File: config.mk
export PLATFORM = sky130hd
export DESIGN_NAME = sw_dram_cmd_ctrl_flat
export DESIGN_NICKNAME = d
export VERILOG_FILES = /design/src/rtl/sw_dram_cmd_ctrl_if.sv /design/src/rtl/sw_dram_cmd_ctrl.sv /design/src/flat_wrapper.sv
export SDC_FILE = /design/constraint.sdc
export NUM_CORES = 1
export LEC_CHECK = 0
export BUFFER_PORTS_ARGS = -buffer_cell sky130_fd_sc_hd__buf_2
export CORE_MARGIN = 10
export CORE_UTILIZATION = 55
export CTS_BUF_LIST = sky130_fd_sc_hd__clkbuf_4 sky130_fd_sc_hd__clkbuf_8
export DETAILED_ROUTE_END_ITERATION = 8
export PLACE_DENSITY = 0.88
export SYNTH_ARGS = -nofsm -noshare
export SYNTH_HDL_FRONTEND = slang
export SYNTH_SLANG_ARGS = --single-unit
File: constraint.sdc
create_clock -name clk -period 5.2 [get_ports clk]
set_clock_uncertainty 0.05 [all_clocks]
set_input_delay 1.56 -clock clk [delete_from_list [all_inputs] [get_ports clk]]
set_output_delay 1.56 -clock clk [all_outputs]
set_load 0.01 [all_outputs]
File: src/rtl/sw_dram_cmd_ctrl_if.sv
// Command/data bundle between the front-panel sequencer and the Avalon-MM
// write/read masters: control ports (base, length, go, done) and user FIFO ports.
interface sw_dram_cmd_ctrl_if #(
  parameter int unsigned ADDRESSWIDTH = 28,
  parameter int unsigned DATAWIDTH    = 32
);
  logic                    write_control_fixed_location;
  logic [ADDRESSWIDTH-1:0] write_control_write_base;
  logic [ADDRESSWIDTH-1:0] write_control_write_length;
  logic                    write_control_go;
  logic                    write_control_done;
  logic                    write_user_write_buffer;
  logic [DATAWIDTH-1:0]    write_user_buffer_data;
  logic                    write_user_buffer_full;

  logic                    read_control_fixed_location;
  logic [ADDRESSWIDTH-1:0] read_control_read_base;
  logic [ADDRESSWIDTH-1:0] read_control_read_length;
  logic                    read_control_go;
  logic                    read_control_done;
  logic                    read_user_read_buffer;
  logic [DATAWIDTH-1:0]    read_user_buffer_output_data;
  logic                    read_user_data_available;

  // Sequencer side
  modport master (
    output write_control_fixed_location, write_control_write_base,
           write_control_write_length, write_control_go,
           write_user_write_buffer, write_user_buffer_data,
           read_control_fixed_location, read_control_read_base,
           read_control_read_length, read_control_go, read_user_read_buffer,
    input  write_control_done, write_user_buffer_full,
           read_control_done, read_user_buffer_output_data,
           read_user_data_available
  );

  // Avalon-MM master side
  modport slave (
    input  write_control_fixed_location, write_control_write_base,
           write_control_write_length, write_control_go,
           write_user_write_buffer, write_user_buffer_data,
           read_control_fixed_location, read_control_read_base,
           read_control_read_length, read_control_go, read_user_read_buffer,
    output write_control_done, write_user_buffer_full,
           read_control_done, read_user_buffer_output_data,
           read_user_data_available
  );
endinterface

File: src/rtl/sw_dram_cmd_ctrl.sv
// Front-panel command sequencer: turns debounced key presses into single-word
// SDRAM write/read transfers and drives the HEX display word and status LEDs.
module sw_dram_cmd_ctrl #(
  parameter int unsigned ADDRESSWIDTH    = 28,
  parameter int unsigned DATAWIDTH       = 32,
  parameter int unsigned DEBOUNCE_CYCLES = 500000,
  parameter int unsigned TIMEOUT_CYCLES  = 1048576
) (
  input  logic        clk,
  input  logic        reset_n,
  input  logic        rdwr_cntl,
  input  logic        n_action,
  input  logic        add_data_sel,
  input  logic [15:0] rdwr_address,
  output logic [31:0] display_data,
  output logic        busy,
  output logic        error,
  sw_dram_cmd_ctrl_if.master bus
);

  localparam int unsigned DB_W  = $clog2(DEBOUNCE_CYCLES + 1);
  localparam int unsigned TMO_W = $clog2(TIMEOUT_CYCLES + 1);

  typedef enum logic [2:0] {
    IDLE    = 3'd0,
    WR_PUSH = 3'd1,
    WR_GO   = 3'd2,
    WR_WAIT = 3'd3,
    RD_GO   = 3'd4,
    RD_DATA = 3'd5,
    RD_WAIT = 3'd6
  } state_e;

  logic            sync1_q, sync1_d;
  logic            sync2_q, sync2_d;
  logic            stable_q, stable_d;
  logic [DB_W-1:0] db_cnt_q, db_cnt_d;
  logic            act_q, act_d;

  state_e                  state_q, state_d;
  logic [ADDRESSWIDTH-1:0] addr_q, addr_d;
  logic [31:0]             data_q, data_d;
  logic [31:0]             disp_q, disp_d;
  logic                    err_q, err_d;
  logic                    busy_q, busy_d;
  logic                    first_q, first_d;
  logic [TMO_W-1:0]        tmo_q, tmo_d;
  logic [ADDRESSWIDTH-1:0] len_q, len_d;
  logic                    wr_buf_q, wr_buf_d;
  logic [DATAWIDTH-1:0]    wr_data_q, wr_data_d;
  logic                    wr_go_q, wr_go_d;
  logic                    rd_go_q, rd_go_d;
  logic                    rd_buf_q, rd_buf_d;

  // Synchronise the key, accept a new level only after it has held long enough
  always_comb begin
    sync1_d  = n_action;
    sync2_d  = sync1_q;
    stable_d = stable_q;
    db_cnt_d = '0;
    if (sync2_q != stable_q) begin
      if (db_cnt_q == DB_W'(DEBOUNCE_CYCLES - 1)) begin
        stable_d = sync2_q;
      end else begin
        db_cnt_d = db_cnt_q + DB_W'(1);
      end
    end
    act_d = stable_q & ~stable_d;
  end

  always_comb begin
    state_d   = state_q;
    addr_d    = addr_q;
    data_d    = data_q;
    disp_d    = disp_q;
    err_d     = err_q;
    first_d   = 1'b0;
    tmo_d     = '0;
    len_d     = ADDRESSWIDTH'(4);
    wr_buf_d  = 1'b0;
    wr_data_d = wr_data_q;
    wr_go_d   = 1'b0;
    rd_go_d   = 1'b0;
    rd_buf_d  = 1'b0;

    if (state_q != IDLE) begin
      tmo_d = tmo_q + TMO_W'(1);
    end

    case (state_q)
      IDLE: begin
        if (act_q) begin
          if (add_data_sel) begin
            addr_d = ADDRESSWIDTH'({rdwr_address, 2'b00});
            disp_d = 32'({rdwr_address, 2'b00});
          end else begin
            err_d = 1'b0;
            if (rdwr_cntl) begin
              data_d  = {data_q[15:0], rdwr_address};
              disp_d  = {data_q[15:0], rdwr_address};
              state_d = WR_PUSH;
            end else begin
              state_d = RD_GO;
            end
          end
        end
      end
      WR_PUSH: begin
        if (!bus.write_user_buffer_full) begin
          wr_buf_d  = 1'b1;
          wr_data_d = DATAWIDTH'(data_q);
          state_d   = WR_GO;
        end
      end
      WR_GO: begin
        wr_go_d = 1'b1;
        first_d = 1'b1;
        state_d = WR_WAIT;
      end
      // The first cycle still sees the idle-level done from before go
      WR_WAIT: begin
        if (!first_q && bus.write_control_done) begin
          state_d = IDLE;
        end
      end
      RD_GO: begin
        rd_go_d = 1'b1;
        state_d = RD_DATA;
      end
      RD_DATA: begin
        if (bus.read_user_data_available) begin
          disp_d   = 32'(bus.read_user_buffer_output_data);
          rd_buf_d = 1'b1;
          first_d  = 1'b1;
          state_d  = RD_WAIT;
        end
      end
      RD_WAIT: begin
        if (!first_q && bus.read_control_done) begin
          state_d = IDLE;
        end
      end
      default: state_d = IDLE;
    endcase

    // Abort a stuck transfer; the display keeps whatever it showed
    if (state_q != IDLE && tmo_q == TMO_W'(TIMEOUT_CYCLES - 1)) begin
      state_d  = IDLE;
      err_d    = 1'b1;
      disp_d   = disp_q;
      first_d  = 1'b0;
      wr_buf_d = 1'b0;
      wr_go_d  = 1'b0;
      rd_go_d  = 1'b0;
      rd_buf_d = 1'b0;
    end

    busy_d = (state_d != IDLE);
  end

  always_ff @(posedge clk or negedge reset_n) begin
    if (!reset_n) begin
      sync1_q   <= 1'b1;
      sync2_q   <= 1'b1;
      stable_q  <= 1'b1;
      db_cnt_q  <= '0;
      act_q     <= 1'b0;
      state_q   <= IDLE;
      addr_q    <= '0;
      data_q    <= '0;
      disp_q    <= '0;
      err_q     <= 1'b0;
      busy_q    <= 1'b0;
      first_q   <= 1'b0;
      tmo_q     <= '0;
      len_q     <= '0;
      wr_buf_q  <= 1'b0;
      wr_data_q <= '0;
      wr_go_q   <= 1'b0;
      rd_go_q   <= 1'b0;
      rd_buf_q  <= 1'b0;
    end else begin
      sync1_q   <= sync1_d;
      sync2_q   <= sync2_d;
      stable_q  <= stable_d;
      db_cnt_q  <= db_cnt_d;
      act_q     <= act_d;
      state_q   <= state_d;
      addr_q    <= addr_d;
      data_q    <= data_d;
      disp_q    <= disp_d;
      err_q     <= err_d;
      busy_q    <= busy_d;
      first_q   <= first_d;
      tmo_q     <= tmo_d;
      len_q     <= len_d;
      wr_buf_q  <= wr_buf_d;
      wr_data_q <= wr_data_d;
      wr_go_q   <= wr_go_d;
      rd_go_q   <= rd_go_d;
      rd_buf_q  <= rd_buf_d;
    end
  end

  assign display_data = disp_q;
  assign busy         = busy_q;
  assign error        = err_q;

  assign bus.write_control_fixed_location = 1'b0;
  assign bus.write_control_write_base     = addr_q;
  assign bus.write_control_write_length   = len_q;
  assign bus.write_control_go             = wr_go_q;
  assign bus.write_user_write_buffer      = wr_buf_q;
  assign bus.write_user_buffer_data       = wr_data_q;

  assign bus.read_control_fixed_location  = 1'b0;
  assign bus.read_control_read_base       = addr_q;
  assign bus.read_control_read_length     = len_q;
  assign bus.read_control_go              = rd_go_q;
  assign bus.read_user_read_buffer        = rd_buf_q;

endmodule

File: src/flat_wrapper.sv
// flat-port wrapper written by rule: the top's interface ports become plain ports
module sw_dram_cmd_ctrl_flat 
#(
  parameter int unsigned ADDRESSWIDTH    = 28,
  parameter int unsigned DATAWIDTH       = 32,
  parameter int unsigned DEBOUNCE_CYCLES = 500000,
  parameter int unsigned TIMEOUT_CYCLES  = 1048576
)
  (clk, reset_n, rdwr_cntl, n_action, add_data_sel, rdwr_address, display_data, busy, error, bus_write_control_fixed_location, bus_write_control_write_base, bus_write_control_write_length, bus_write_control_go, bus_write_user_write_buffer, bus_write_user_buffer_data, bus_read_control_fixed_location, bus_read_control_read_base, bus_read_control_read_length, bus_read_control_go, bus_read_user_read_buffer, bus_write_control_done, bus_write_user_buffer_full, bus_read_control_done, bus_read_user_buffer_output_data, bus_read_user_data_available);
  sw_dram_cmd_ctrl_if #(.ADDRESSWIDTH(ADDRESSWIDTH), .DATAWIDTH(DATAWIDTH)) bus_i ();
  input  logic clk;
  input  logic reset_n;
  input  logic rdwr_cntl;
  input  logic n_action;
  input  logic add_data_sel;
  input  logic [15:0] rdwr_address;
  output logic [31:0] display_data;
  output logic busy;
  output logic error;
  output wire logic [$bits(bus_i.write_control_fixed_location)-1:0] bus_write_control_fixed_location;
  output wire logic [$bits(bus_i.write_control_write_base)-1:0] bus_write_control_write_base;
  output wire logic [$bits(bus_i.write_control_write_length)-1:0] bus_write_control_write_length;
  output wire logic [$bits(bus_i.write_control_go)-1:0] bus_write_control_go;
  output wire logic [$bits(bus_i.write_user_write_buffer)-1:0] bus_write_user_write_buffer;
  output wire logic [$bits(bus_i.write_user_buffer_data)-1:0] bus_write_user_buffer_data;
  output wire logic [$bits(bus_i.read_control_fixed_location)-1:0] bus_read_control_fixed_location;
  output wire logic [$bits(bus_i.read_control_read_base)-1:0] bus_read_control_read_base;
  output wire logic [$bits(bus_i.read_control_read_length)-1:0] bus_read_control_read_length;
  output wire logic [$bits(bus_i.read_control_go)-1:0] bus_read_control_go;
  output wire logic [$bits(bus_i.read_user_read_buffer)-1:0] bus_read_user_read_buffer;
  input wire logic [$bits(bus_i.write_control_done)-1:0] bus_write_control_done;
  input wire logic [$bits(bus_i.write_user_buffer_full)-1:0] bus_write_user_buffer_full;
  input wire logic [$bits(bus_i.read_control_done)-1:0] bus_read_control_done;
  input wire logic [$bits(bus_i.read_user_buffer_output_data)-1:0] bus_read_user_buffer_output_data;
  input wire logic [$bits(bus_i.read_user_data_available)-1:0] bus_read_user_data_available;
  assign bus_write_control_fixed_location = bus_i.write_control_fixed_location;
  assign bus_write_control_write_base = bus_i.write_control_write_base;
  assign bus_write_control_write_length = bus_i.write_control_write_length;
  assign bus_write_control_go = bus_i.write_control_go;
  assign bus_write_user_write_buffer = bus_i.write_user_write_buffer;
  assign bus_write_user_buffer_data = bus_i.write_user_buffer_data;
  assign bus_read_control_fixed_location = bus_i.read_control_fixed_location;
  assign bus_read_control_read_base = bus_i.read_control_read_base;
  assign bus_read_control_read_length = bus_i.read_control_read_length;
  assign bus_read_control_go = bus_i.read_control_go;
  assign bus_read_user_read_buffer = bus_i.read_user_read_buffer;
  assign bus_i.write_control_done = bus_write_control_done;
  assign bus_i.write_user_buffer_full = bus_write_user_buffer_full;
  assign bus_i.read_control_done = bus_read_control_done;
  assign bus_i.read_user_buffer_output_data = bus_read_user_buffer_output_data;
  assign bus_i.read_user_data_available = bus_read_user_data_available;
  sw_dram_cmd_ctrl #(.ADDRESSWIDTH(ADDRESSWIDTH), .DATAWIDTH(DATAWIDTH), .DEBOUNCE_CYCLES(DEBOUNCE_CYCLES), .TIMEOUT_CYCLES(TIMEOUT_CYCLES)) u_core (.clk(clk), .reset_n(reset_n), .rdwr_cntl(rdwr_cntl), .n_action(n_action), .add_data_sel(add_data_sel), .rdwr_address(rdwr_address), .display_data(display_data), .busy(busy), .error(error), .bus(bus_i));
endmodule
== Yosys cells after proc, flatten, opt, wreduce, memory -nomap -nowiden ==
Index checks and enable logic that the tools add are counted.

* Input port bits: 57
* Word-level logic and storage cells: 89
* Output and inout bits: 184
* Flip-flop bits (word level): 167

* Equal/unequal tests: 13
* Reduce and logical (&&, ||, !) cells: 15
* Multiplexer cells: 35
* Add/sub/neg operators: 2
* Bitwise logic cells: 5

{| class="wikitable"
|+ Operator list
! operator !! number
|-
| $mux 32 || 4
|-
| $pmux 32 s2 || 1
|-
| $mux 19 || 2
|-
| $mux 3 || 8
|-
| $add 21x1->21 const B || 1
|-
| $eq 21x20->1 const B || 1
|-
| $mux 21 || 1
|-
| $pmux 3 s7 || 1
|-
| $add 19x1->19 const B || 1
|-
| $eq 19x19->1 const B || 1
|-
| $mux 1 || 17
|-
| $eq 3x3->1 const B || 3
|-
| $eq 3x2->1 const B || 2
|-
| $reduce_and 3->1 || 2
|-
| $reduce_bool 2->1 || 3
|-
| $reduce_bool 3->1 || 2
|-
| $reduce_and 5->1 || 1
|-
| $ne 2x1->1 const B || 2
|-
| $not 1->1 || 4
|-
| $reduce_and 4->1 || 1
|-
| $eq 3x1->1 const B || 1
|-
| $logic_and 1x1->1 || 3
|-
| $logic_not 3->1 || 1
|-
| $ne 3x3->1 const B || 1
|-
| 6 further kinds || 6
|}

== Logic depth before layout (Yosys ltp) ==
* Depth in word-level cells: 6
* Depth in mapped cells: 7
* Mapped depth without buffers: 5

== Worst setup path before layout ==
Ideal clock, no wire load.

* Path type: input -> register
* From: input add_data_sel
* To: register u_core.disp_q[11] (netlist: u_core.display_data[11])
* Setup slack: 2.027 ns
* Cell stages on the path: 7
* Buffers on the path: 3
* Arrival time: 2.998 ns
* Cell sequence: buf_2 or2_2 a32oi_2 o21ba_1 buf_6 buf_6 mux2_4

* Longest elaborated chain between the ends: 3
* Elaborated cells on any way between the ends: 5
* Classes of those cells: 1 x eq/ne; 3 x mux; 1 x reduce/logical

{| class="wikitable"
|+ RTL lines
! what !! line !! RTL
|-
| from (decl) || flat_wrapper.sv:15 || <nowiki>input logic add_data_sel;</nowiki>
|-
| $mux 32 || sw_dram_cmd_ctrl.sv:93 || <nowiki>if (add_data_sel) begin</nowiki>
|-
| $mux 32 || sw_dram_cmd_ctrl.sv:92 || <nowiki>if (act_q) begin</nowiki>
|-
| $pmux 32 s2 || sw_dram_cmd_ctrl.sv:90 || <nowiki>case (state_q)</nowiki>
|-
| to (signal assigned) || sw_dram_cmd_ctrl.sv:191 || <nowiki>disp_q <= disp_d;</nowiki>
|-
| to (decl) || sw_dram_cmd_ctrl.sv:43 || <nowiki>logic [31:0] disp_q, disp_d;</nowiki>
|}

Several ways; a longest one is shown, not always the timed one. The select of a mux whose other input is x is not followed.
A chain may end at the register's enable or synchronous reset.

== Final worst setup path ==
* From: input add_data_sel
* To: register u_core.data_q[26]

* Longest elaborated chain between the ends: 2

{| class="wikitable"
|+ RTL lines
! what !! line !! RTL
|-
| $not 1->1 (no line) || -- ||
|-
| $reduce_and 4->1 (no line) || -- ||
|-
| to (signal assigned) || sw_dram_cmd_ctrl.sv:190 || <nowiki>data_q <= data_d;</nowiki>
|-
| to (decl) || sw_dram_cmd_ctrl.sv:42 || <nowiki>logic [31:0] data_q, data_d;</nowiki>
|}

Every way passes these cells.

==> out/results.txt <==
Status: finished clean
Post-DP Area: 8675 um2
Synth Area in Compound Gates: 6.239%
Post-CTS Setup Bufs: 0
Final Setup Violations: 0
Power Density: 265.6 nW/um2
Residual DRC: 0
LEAKAGE: 4.718 nW
Chip height: 142.0 um
IO buf count: 160
First drt pass iteration count: 4
Hold_buf cts: 0
Top cells by count, synth: dfrtp_1, buf_4, mux2_2
Tcrit/Tclk final: 61.53%
RSZ-0062 raised after global routing: false
Number of global-route vias before repair: 5929
Start of the worst register-to-register path: u_core.state_q[0]
Final TNS setup: 0 ns
CP Launch Point: add_data_sel
Final hold vios: 0
Top cell type's share of synthesized area: 50.16%
Most common cell in the netlist: dfrtp_1
Worst-skew pair later-pin latency: 0.45 ns
R2R setup slack: 2.35 ns
Tot GR Track Use: 19.41%
FP Rows: 44
Die Area: 20150 um2
Setup crit end: u_core.data_q[26]
Hold/Removal Path Class: reg2reg
Final net count: 898
Synth Area in XOR/XNOR: 2.890%
Slew @ Worst Pin: 1.075 ns
Synth area leader: dfrtp_1
CTS tree: yes
Clk root buf: clkbuf_8
Post-synthesis mux area share: 16.56%
Slew margin rel.: 27.82%
Vias: 5573
Peak supply drop: 0.1882 mV
Initial core utilization: 56.29%
CP Class: in2reg
Main synth FF type: dfrtp_1
# IOs: 241
Core box area: 14530 um2
Async S/R FF share, synth: 100.0%
Yosys warning count: 0
Synthesized area: 8182 um2
Average wire per standard cell: 19.15 um
Antenna violations before repair: 0
Seq cells post-synth: 167
Final antenna-violating net count: 0
Share of cells above drive strength 1: 36.38%
Top cells by area, synth: dfrtp_1, mux2_2, buf_4
CP arrival: 3.49 ns
DP HPWL: 14.35 mm
PostCTS Resize Cnt: 0
Cell area after layout: 9112 um2
Vias per cell: 5.379
Synth Instances: 706
WP data required: 5.49 ns
Setup crit end kind: flip-flop
Synthesis-to-finish area growth: 11.38%
First-pass GRT wire length: 31.39 mm
Fill cell count: 1164
Reg2reg end: u_core.display_data[17]
Syn avg cell area: 11.59 um2
Grt ovf: 0
Tmin final: 3.200 ns
CTS sink cnt: 167
Chip Width: 142.0 um
Startpoint class of the critical path: input pin
Routed WL: 19.84 mm
Max cap viols: 0
Antenna Cells: 0
Initial detailed-routing violation count: 453
Gpl congestion: 0.8823
Post-Synth Adder-Cell Area: 0.3059%
Largest net degree at the start of global routing: 112
Synth Area in Simple Gates: 11.56%
Max FO, Critical Path: 34
Fmax: 312.5 MHz
Register area share after synthesis: 51.12%
R2R depth: 4
Number of distinct library cells after synthesis: 49
Number of max-slew violations in the final report: 0
H-tree depth: 4
Num CTS Buffers: 17
Clock transition at path regs: 0.08 ns
CTS Buffer Depth: 2
Post-synth EDFFs: 0
Largest family of logic cells by synthesized area: multiplexers
[cell usage in the layout, fill, tap and decap left out, types with 13 or more instances in the layout]
cell and n:
nor3b_1 14, nor2_1 40, buf_2 159, xnor2_1 14, mux2_4 16, a2bb2oi_1 15
clkbuf_8 21, nand3_1 17, a211oi_1 15, o21ai_0 26, conb_1 81, xor2_1 13
dfrtp_1 164, mux2_2 83, nand2_1 43, mux2i_1 18
[state kept, by name, summed over array words and instances (netlist names), 3 cells and up]
| name | flops |
|---|---|
| u_core.db_cnt_q | 19 |
| u_core.bus.write_user_buffer_data | 32 |
| u_core.state_q | 3 |
| u_core.bus.read_control_read_base | 16 |
| u_core.data_q | 32 |
| u_core.display_data | 32 |
| u_core.tmo_q | 21 |
[worst min path at each step]
stage	from	end	slack, ns	cells after the start
finish	u_core.sync1_q	u_core.sync2_q	0.31	0
floorplan	u_core.sync1_q	u_core.sync2_q	0.30	0
detailed placement	u_core.sync1_q	u_core.sync2_q	0.30	0
global route	u_core.sync1_q	u_core.sync2_q	0.32	0
global placement	u_core.sync1_q	u_core.sync2_q	0.30	0
CTS	u_core.sync1_q	u_core.sync2_q	0.32	0
[cell type report]
type / count / area, um2 / area share, %
tap: 184 / 230.2 / 2.526
clock inverter: 10 / 141.4 / 1.552
clock buffer: 22 / 296.5 / 3.254
multi-input combinational: 482 / 3383 / 37.13
inverter: 3 / 11.26 / 0.1236
sequential: 167 / 4183 / 45.90
timing repair buffer: 168 / 867.1 / 9.515
[cell families after synthesis]
logic type	after synthesis
AO/OA/AOI/OAI	76
XOR/XNOR	27
adder cells (fa/ha/maj)	2
buffers and inverters	136
flip-flops	167
multiplexers	117
other	2
AND/OR/NAND/NOR	179
[power by group]
group / internal [mW] / total [mW] / switching, mW
Combinational: 0.0296 / 0.115 / 0.0850
Sequential: 1.30 / 1.30 / 0.00347
Clock: 0.533 / 1.00 / 0.468
Total: 1.86 / 2.42 / 0.557
[metal layers]
layer	GRT usage, %	vias up	part of all wire, %
met3	6.742	35	8.2
met5	0	-	0
met4	7.477	0	2.6
met2	31.06	227	49
met1	23.64	2761	40
li1	-	2550	-
[through the flow]
stage	instances	power (mW)	utilization (%)	hold slack [ns]	setup WS, ns
2_1_floorplan	785	1.424	-	0.2952	2.027
6_report	1036	2.421	62.70	0.3137	2.000
3_5_place_dp	1004	1.443	59.68	0.3044	1.540
3_3_place_gp	1004	1.440	59.68	0.2978	1.586
4_1_cts	1036	2.439	62.70	0.3158	2.047
5_1_grt	1036	2.511	62.70	0.3214	1.944
[critical path, stage by stage]
cell and delay, ns:
buf_2 0.12, buf_4 0.28, nor2b_1 0.20, and3_1 0.50
buf_4 0.42, mux2_2 0.38
Note: power is estimated with default switching activity, not from simulation.
